**config.mk**
```make
export PLATFORM = sky130hd
export DESIGN_NAME = lab3_dg_keyscan
export DESIGN_NICKNAME = d
export VERILOG_FILES = /design/src/rtl/lab3_dg_keyscan.sv
export SDC_FILE = /design/constraint.sdc
export NUM_CORES = 1
export LEC_CHECK = 0
export CAP_MARGIN = 20
export CORE_ASPECT_RATIO = 1.5
export CORE_MARGIN = 4
export CORE_UTILIZATION = 58
export DETAILED_ROUTE_END_ITERATION = 10
export PLACE_DENSITY = 0.79
export SYNTH_ARGS = -nofsm -noshare
export SYNTH_HDL_FRONTEND = slang
export SYNTH_SLANG_ARGS = --single-unit
```
**constraint.sdc**
```tcl
create_clock -name int_osc -period 2.8 [get_ports int_osc]
set_input_delay 0.42 -clock int_osc [delete_from_list [all_inputs] [get_ports int_osc]]
set_output_delay 0.42 -clock int_osc [all_outputs]
set_load 0.005 [all_outputs]
```
**src/rtl/lab3_dg_keyscan.sv**
```systemverilog
// 4x4 matrix keypad scanner.
// Drives one column low at a time, debounces press and release of a single key, and emits its hex code with a one-cycle strobe.
module lab3_dg_keyscan #(
    parameter int SCAN_DIV     = 24000,
    parameter int DEBOUNCE_CNT = 40
) (
    input  logic       int_osc,
    input  logic       reset,
    input  logic [3:0] rows,
    output logic [3:0] cols,
    output logic [3:0] key,
    output logic       keypress,
    output logic       key_held
);

    // state    | meaning
    // SCAN     | walking columns, one per tick, looking for any low row
    // DEBOUNCE | column frozen, counting ticks with the latched row still low
    // HELD     | key accepted, counting ticks with the latched row high

    localparam int DIV_W = (SCAN_DIV > 1) ? $clog2(SCAN_DIV) : 1;
    localparam int CNT_W = $clog2(DEBOUNCE_CNT + 1);
    localparam logic [DIV_W-1:0] DIV_LAST = DIV_W'(SCAN_DIV - 1);
    localparam logic [CNT_W-1:0] CNT_DONE = CNT_W'(DEBOUNCE_CNT);

    typedef enum logic [1:0] {SCAN, DEBOUNCE, HELD} state_t;

    state_t           state, state_n;
    logic [3:0]       rows_meta, rs;
    logic [DIV_W-1:0] div_cnt;
    logic             tick;
    logic [1:0]       col, col_n;
    logic [1:0]       row_sel, row_n;
    logic [CNT_W-1:0] cnt, cnt_n, cnt_inc;
    logic [3:0]       key_n;
    logic             keypress_n, held_n;
    logic             hit, row_level;
    logic [1:0]       hit_row;

    function automatic logic [3:0] key_map(input logic [1:0] r, input logic [1:0] c);
        logic [3:0] k;
        case ({r, c})
            4'h0: k = 4'h1;  4'h1: k = 4'h2;  4'h2: k = 4'h3;  4'h3: k = 4'hA;
            4'h4: k = 4'h4;  4'h5: k = 4'h5;  4'h6: k = 4'h6;  4'h7: k = 4'hB;
            4'h8: k = 4'h7;  4'h9: k = 4'h8;  4'hA: k = 4'h9;  4'hB: k = 4'hC;
            4'hC: k = 4'hE;  4'hD: k = 4'h0;  4'hE: k = 4'hF;  default: k = 4'hD;
        endcase
        return k;
    endfunction

    // Rows are asynchronous pad inputs; two flops before any use.
    always_ff @(posedge int_osc or posedge reset) begin
        if (reset) begin
            rows_meta <= 4'hF;
            rs        <= 4'hF;
        end else begin
            rows_meta <= rows;
            rs        <= rows_meta;
        end
    end

    always_ff @(posedge int_osc or posedge reset) begin
        if (reset)     div_cnt <= '0;
        else if (tick) div_cnt <= DIV_LAST;
        else           div_cnt <= div_cnt - 1'b1;
    end

    assign tick = (div_cnt == '0);
    assign cols = ~(4'b0001 << col);

    always_ff @(posedge int_osc or posedge reset) begin
        if (reset) begin
            state    <= SCAN;
            col      <= 2'd0;
            row_sel  <= 2'd0;
            cnt      <= '0;
            key      <= 4'h0;
            keypress <= 1'b0;
            key_held <= 1'b0;
        end else begin
            state    <= state_n;
            col      <= col_n;
            row_sel  <= row_n;
            cnt      <= cnt_n;
            key      <= key_n;
            keypress <= keypress_n;
            key_held <= held_n;
        end
    end

    always_comb begin
        hit        = ~&rs;
        hit_row    = !rs[0] ? 2'd0 : !rs[1] ? 2'd1 : !rs[2] ? 2'd2 : 2'd3;
        row_level  = rs[row_sel];
        cnt_inc    = (cnt == CNT_DONE) ? cnt : cnt + 1'b1;
        state_n    = state;
        col_n      = col;
        row_n      = row_sel;
        cnt_n      = cnt;
        key_n      = key;
        keypress_n = 1'b0;
        held_n     = key_held;
        case (state)
            SCAN: begin
                if (tick) begin
                    if (hit) begin
                        row_n   = hit_row;
                        cnt_n   = CNT_W'(1);
                        state_n = DEBOUNCE;
                    end else begin
                        col_n = col + 2'd1;
                    end
                end
            end
            DEBOUNCE: begin
                if (tick) begin
                    if (!row_level) begin
                        if (cnt_inc == CNT_DONE) begin
                            key_n      = key_map(row_sel, col);
                            keypress_n = 1'b1;
                            held_n     = 1'b1;
                            cnt_n      = '0;
                            state_n    = HELD;
                        end else begin
                            cnt_n = cnt_inc;
                        end
                    end else begin
                        cnt_n   = '0;
                        col_n   = col + 2'd1;
                        state_n = SCAN;
                    end
                end
            end
            HELD: begin
                // Any other key is invisible here: only the latched row is watched.
                if (tick) begin
                    if (row_level) begin
                        if (cnt_inc == CNT_DONE) begin
                            held_n  = 1'b0;
                            cnt_n   = '0;
                            col_n   = col + 2'd1;
                            state_n = SCAN;
                        end else begin
                            cnt_n = cnt_inc;
                        end
                    end else begin
                        cnt_n = '0;
                    end
                end
            end
            default: state_n = SCAN;
        endcase
    end

endmodule

```
---- Word level (Yosys, flattened, before mapping) ----
Memories as Yosys holds them, arrays and structs flattened. A register that Yosys moved wholly into a read port is not among the register bits.
Cells that the tools add are included.
operators by class
  $lt $le $gt $ge ......................... 1
  bitwise operators ....................... 3
  muxes and demuxes ....................... 43
  equality and inequality tests ........... 15
  shifts and indexed selects .............. 1
  reductions and logical operators ........ 11
  $add $sub $neg .......................... 3
operators with widths
  operator                 number
  $mux W6                  8
  $mux W2                  17
  $ne A2 B2 Y1 const B     10
  $pmux W6 S3              1
  $logic_not A15 Y1        1
  $mux W15                 1
  $sub A15 B1 Y15 const B  1
  $reduce_and A7 Y1        2
  $eq A6 B6 Y1 const B     2
  $mux W1                  12
  $pmux W2 S3              2
  $reduce_and A4 Y1        2
  $reduce_and A8 Y1        1
  $add A6 B1 Y6 const B    1
  $reduce_and A5 Y1        1
  $not A4 Y4               1
  $shl A1 B2 Y4 const A    1
  $lt A2 B3 Y1 const B     1
  $ne A3 B3 Y1 const B     1
  $reduce_and A3 Y1        1
  $reduce_bool A3 Y1       1
  $add A2 B1 Y2 const B    1
  $bmux W1 S2              1
  $eq A2 B1 Y1 const B     1
  other kinds (5)          6
word-level totals
  input port bits ......................... 6
  bits in read-only memories .............. 64
  word-level logic and storage cells ...... 87
  flip-flop bits (word level) ............. 37
  output and inout port bits .............. 10
  memories ................................ 1
memory list
  name             words  width  read ports  clocked after Yosys merged registers in  write ports  RTL line  RTL
  (no name shown)  16     4      1           1                                        0            42        case ({r, c})

---- Longest topological paths before layout ----
  depth in word-level cells ............... 7
  mapped depth ............................ 10
  depth with buffers taken out ............ 8

---- Worst setup path before layout ----
No wires, ideal clock.
  path kind ............................... flip-flop to flip-flop
  start ................................... register cnt[0]
  end ..................................... register col[1]
  arrival ................................. 2201 ps
  cell stages (with the launch flop) ...... 8
  path slack .............................. 474 ps
  data required time ...................... 2675 ps
  library setup time ...................... 125 ps
  path buffers ............................ 0
  clock period less this slack ............ 2326 ps
  cells stage by stage .................... dfrtp_1 ha_1 a211o_2 o221ai_1 a21oi_1 or3_4 a211oi_4 mux2_4
on the way
  word-level cells in the longest chain between the ends .. 5
  elaborated cells on any way between the ends .. 6
  classes of those cells .................. add/sub: 1; eq/ne: 3; mux: 1; reduce/logical: 1
ends and longest elaborated chain
  element                                               RTL line  RTL
  start, declared                                       34        logic [CNT_W-1:0] cnt, cnt_n, cnt_inc;
  start signal, assigned                                84        cnt <= cnt_n;
  $add A6 B1 Y6 / $eq A6 B6 Y1 (equally long branches)  95        cnt_inc = (cnt == CNT_DONE) ? cnt : cnt + 1'b1;
  $mux W6 (*)                                           95
  $eq A6 B6 Y1 (*)                                      138       if (cnt_inc == CNT_DONE) begin
  $ne A2 B2 Y1 (no line) (*)                            n/a
  $reduce_and A8 Y1 (no line) (*)                       n/a
  end signal, assigned                                  82        col <= col_n;
  end, declared                                         32        logic [1:0] col, col_n;
Every way passes the cells marked *; elsewhere a longest branch is shown, timed or not.
A chain may end at the register's enable or synchronous reset.

---- Worst setup path in the final report ----
Ends and elaborated chain as after synthesis.

==> run_results.csv <==
group,metric,value,unit
logic_synthesis,seq_area_frac_synth,0.463,
route,top_layer_used,"met4",
global_routing,grt_pass1_wl,6930,um
sta,post-route-min-period,2470,ps
clock_tree,ctsResizeCount,0,
clock_tree,root_buffer,"clkbuf_8",
power,power.internal,974,uW
route,wirelength,3940,um
logic_synthesis,syn_area,2240,um^2
clock_tree,cts_setup_buffers,0,
power,clockPowerShare,0.474,
power,max-vdd-ir-drop,567,uV
floorplanning,die_width,58.7,um
route,dr_total_vias,1576,
worst_setup_path,max_stage_delay,450,ps
route,detail-route-antenna-nets,0,
logic_synthesis,synth_cell_type_count,51,
cells_and_area,n_antenna_cell,0,
place,routabilityCongestion,0.825,
floorplanning,ioPinCount,16,
worst_setup_path,crit_end,"col[1]$_DFFE_PP0P_",
cells_and_area,final_cell_mix,"33 x dfrtp_1, 26 x nand2_1, 17 x inv_1",
worst_setup_path,critPathSlowestCell,"dfrtp_1",
job,maxCapViolCount,0,
route,detail_route.wl_per_cell,14.2,um
power,power.switching,236,uW
route,dr.first_iter.drc_count,43,
worst_setup_path,cp-end-kind,"register",
floorplanning,dieHeight,84.0,um
place,place_hpwl,2900,um
route,first_pass_iters,6,
sta,hold_viol_final,0,
clock_tree,cts_buffer_depth,2,
logic_synthesis,syn-instance-count,214,
clock_tree,cts.sinks,41,
power,cellPowerDensity,472,nW/um^2
clock_tree,holdBufCountCts,0,
clock_tree,cts_tree,"yes",
route,vias_per_cell,5.69,
cells_and_area,area_delta_synth_final,14.6,%
sta,tightest_slew,477,ps
power,finalPower,1.21,mW
worst_setup_path,path_class,"register to register",
worst_setup_path,cp-start-kind,"register",
floorplanning,rows,27,
logic_synthesis,synth_fp_nets,233,
power,pwr-share-seq,0.500,
clock_tree,insertion_delay,290,ps
global_routing,grt_max_degree,23,
floorplanning,start_util,0.607,
worst_hold_path,hp-class,"register to register",
worst_setup_path,crit_required,2980,ps
floorplanning,die_area,4930,um^2
sta,fmax,405,MHz
worst_setup_path,crit_cells,7,
route,post-route-drc-count,0,
worst_setup_path,regToRegEndpoint,"col[1]$_DFFE_PP0P_",
route,wl_met1,1610,um
sta,fin_crit_sh,0.882,
worst_setup_path,worstRegToRegCells,7,
cells_and_area,final_common_cell,"dfrtp_1",
sta,rsz0062_at_grt,"no",
worst_setup_path,cp.arrival,2660,ps
global_routing,antenna_found_initial,0,
global_routing,grt_pass1_vias,1567,
logic_synthesis,ys_ff_latch,41,
cells_and_area,nets,252,
cells_and_area,drive_gt1_frac,0.162,
worst_setup_path,startpoint,"cnt[0]$_DFFE_PP0P_",
power,combinationalPowerShare,0.025,
power,swShare,0.195,
clock_tree,clkTransAtPathRegs,90,ps
worst_setup_path,crit_buf_inv,0,
worst_setup_path,cpLargestDelayFamily,"compound AO/OA/AOI/OAI gates",
route,wl_met3,117,um
clock_tree,htree_levels,2,
sta,final-setup-viol-count,0,
sta,holdWs,358,ps
worst_setup_path,path_cells,"ha_1, a211o_2, o221ai_1, a21oi_1, or3_4, a211oi_4, mux2_4",
cells_and_area,fillers,273,
global_routing,grt_overflow,0,
global_routing,grt_usage,0.181,
worst_setup_path,cp_max_fo,7,
sta,finClkSkew,9.20,ps
clock_tree,numCtsBuffers,5,
place,io_buffers,15,
sta,slew-limit-headroom,0.680,
worst_setup_path,r2r_start,"cnt[0]$_DFFE_PP0P_",
logic_synthesis,synth_warnings,0,
sta,finalSetupTns,0,ps
logic_synthesis,avgSynthCellArea,10.4,um^2
status,status,"finished clean",
power,leakagePower,1.10,nW
worst_setup_path,rrSetupSlack,330,ps
floorplanning,core_area,3680,um^2
route,wl_met2,2160,um
sta,maxSlewViolCount,0,
[how the worst min path moves through the flow]
stage / from / endpoint / slack (ps) / cells past startpoint
after floorplan: rows_meta[0]$_DFF_PP1_ / rs[0]$_DFF_PP1_ / 350 / 0
after global placement: rows_meta[0]$_DFF_PP1_ / rs[0]$_DFF_PP1_ / 350 / 0
after detailed placement: rows_meta[3]$_DFF_PP1_ / rs[3]$_DFF_PP1_ / 350 / 0
after CTS: rows_meta[3]$_DFF_PP1_ / rs[3]$_DFF_PP1_ / 360 / 0
after global routing: rows_meta[0]$_DFF_PP1_ / rs[0]$_DFF_PP1_ / 360 / 0
final: rows_meta[3]$_DFF_PP1_ / rs[3]$_DFF_PP1_ / 360 / 0
[worst register-to-register path: stages, from the launching register on]
cell and delay, ps:
dfrtp_1 450, ha_1 270, a211o_2 320, o221ai_1 90, a21oi_1 180, or3_4 450, a211oi_4 290, mux2_4 320
[per-stage QoR]
| stage | cells | worst slack (ps) | instance area (um^2) | utilization |
|---|---|---|---|---|
| finish | 277 | 329 | 2560 | 0.696 |
| global route | 277 | 210 | 2560 | 0.696 |
| CTS | 277 | 322 | 2560 | 0.696 |
| detailed placement | 269 | 345 | 2420 | 0.659 |
| global placement | 269 | 393 | 2420 | 0.659 |
| floorplan | 214 | 474 | 2240 | - |
[cell families after synthesis]
| kind of cell | synth area share |
|---|---|
| compound gates | 0.102 |
| xor+xnor | 0.0509 |
| fa+ha+maj | 0.0727 |
| buf+inv | 0.0453 |
| flops | 0.463 |
| mux | 0.0744 |
| simple gates | 0.191 |
[final cells by class]
type	instances	area (um^2)	area share
multi-input cells	150	1100	0.429
well taps	43	53.8	0.0210
repair buffers	18	173	0.0674
clock buffers	5	68.8	0.0269
inverters	17	63.8	0.0249
flip-flops and latches	41	1040	0.404
clock inverters	3	68.8	0.0269
[sequential cells by signal, summed over array words and instances (netlist names)]
name	cells
div_cnt	15
cnt	6
key	4
rows_meta	4
rs	4
col	2
row_sel	2
state	2
key_held	1
keypress	1
[power by group through the flow]
stage	Clock [mW]	Combinational [mW]	Sequential, mW
2_1_floorplan	0	0.0173	0.616
3_3_place_gp	0	0.0309	0.616
3_5_place_dp	0	0.0313	0.617
4_1_cts	0.590	0.0314	0.605
5_1_grt	0.619	0.0346	0.606
6_report	0.574	0.0306	0.605
[layer usage]
layer / vias to the layer above / global-route usage
li1: 768 / -
met1: 779 / 0.207
met2: 25 / 0.315
met3: 4 / 0.0387
met4: 0 / 0.0763
met5: - / 0
[cell usage after synthesis, drive strengths merged]
| cell | count | area share |
|---|---|---|
| mux2i | 5 | 0.022 |
| nand3 | 5 | 0.011 |
| and2 | 3 | 0.0090 |
| nand4 | 2 | 0.0084 |
| dfstp | 8 | 0.094 |
| dfrtp | 33 | 0.37 |
| o211ai | 1 | 0.0034 |
| a211o | 1 | 0.0045 |
| nand2b | 3 | 0.0084 |
| a21oi | 8 | 0.018 |
| ha | 13 | 0.073 |
| o221ai | 1 | 0.0039 |
| o21ai | 10 | 0.022 |
| or4 | 1 | 0.0034 |
| nor3b | 1 | 0.0034 |
| or3 | 1 | 0.0050 |
| buf | 5 | 0.015 |
| a21o | 3 | 0.011 |
| nor4b | 1 | 0.0039 |
| o21a | 1 | 0.0034 |
| a22oi | 1 | 0.0034 |
| nand4b | 1 | 0.0039 |
| nor2b | 4 | 0.015 |
| nand2 | 26 | 0.044 |
| inv | 17 | 0.029 |
| mux4 | 2 | 0.020 |
| or2b | 1 | 0.0034 |
| a211oi | 1 | 0.0090 |
| a2111oi | 1 | 0.0039 |
| xnor2 | 10 | 0.039 |
| or2 | 1 | 0.0028 |
| o31ai | 5 | 0.017 |
| nor3 | 6 | 0.013 |
| nor4 | 5 | 0.026 |
| xor2 | 3 | 0.012 |
| o21bai | 1 | 0.0034 |
| and3 | 1 | 0.0028 |
| clkbuf | 1 | 0.0017 |
| nor2 | 14 | 0.024 |
| mux2 | 6 | 0.032 |
| and4 | 1 | 0.0039 |
Power figures use the tool's default switching activity.
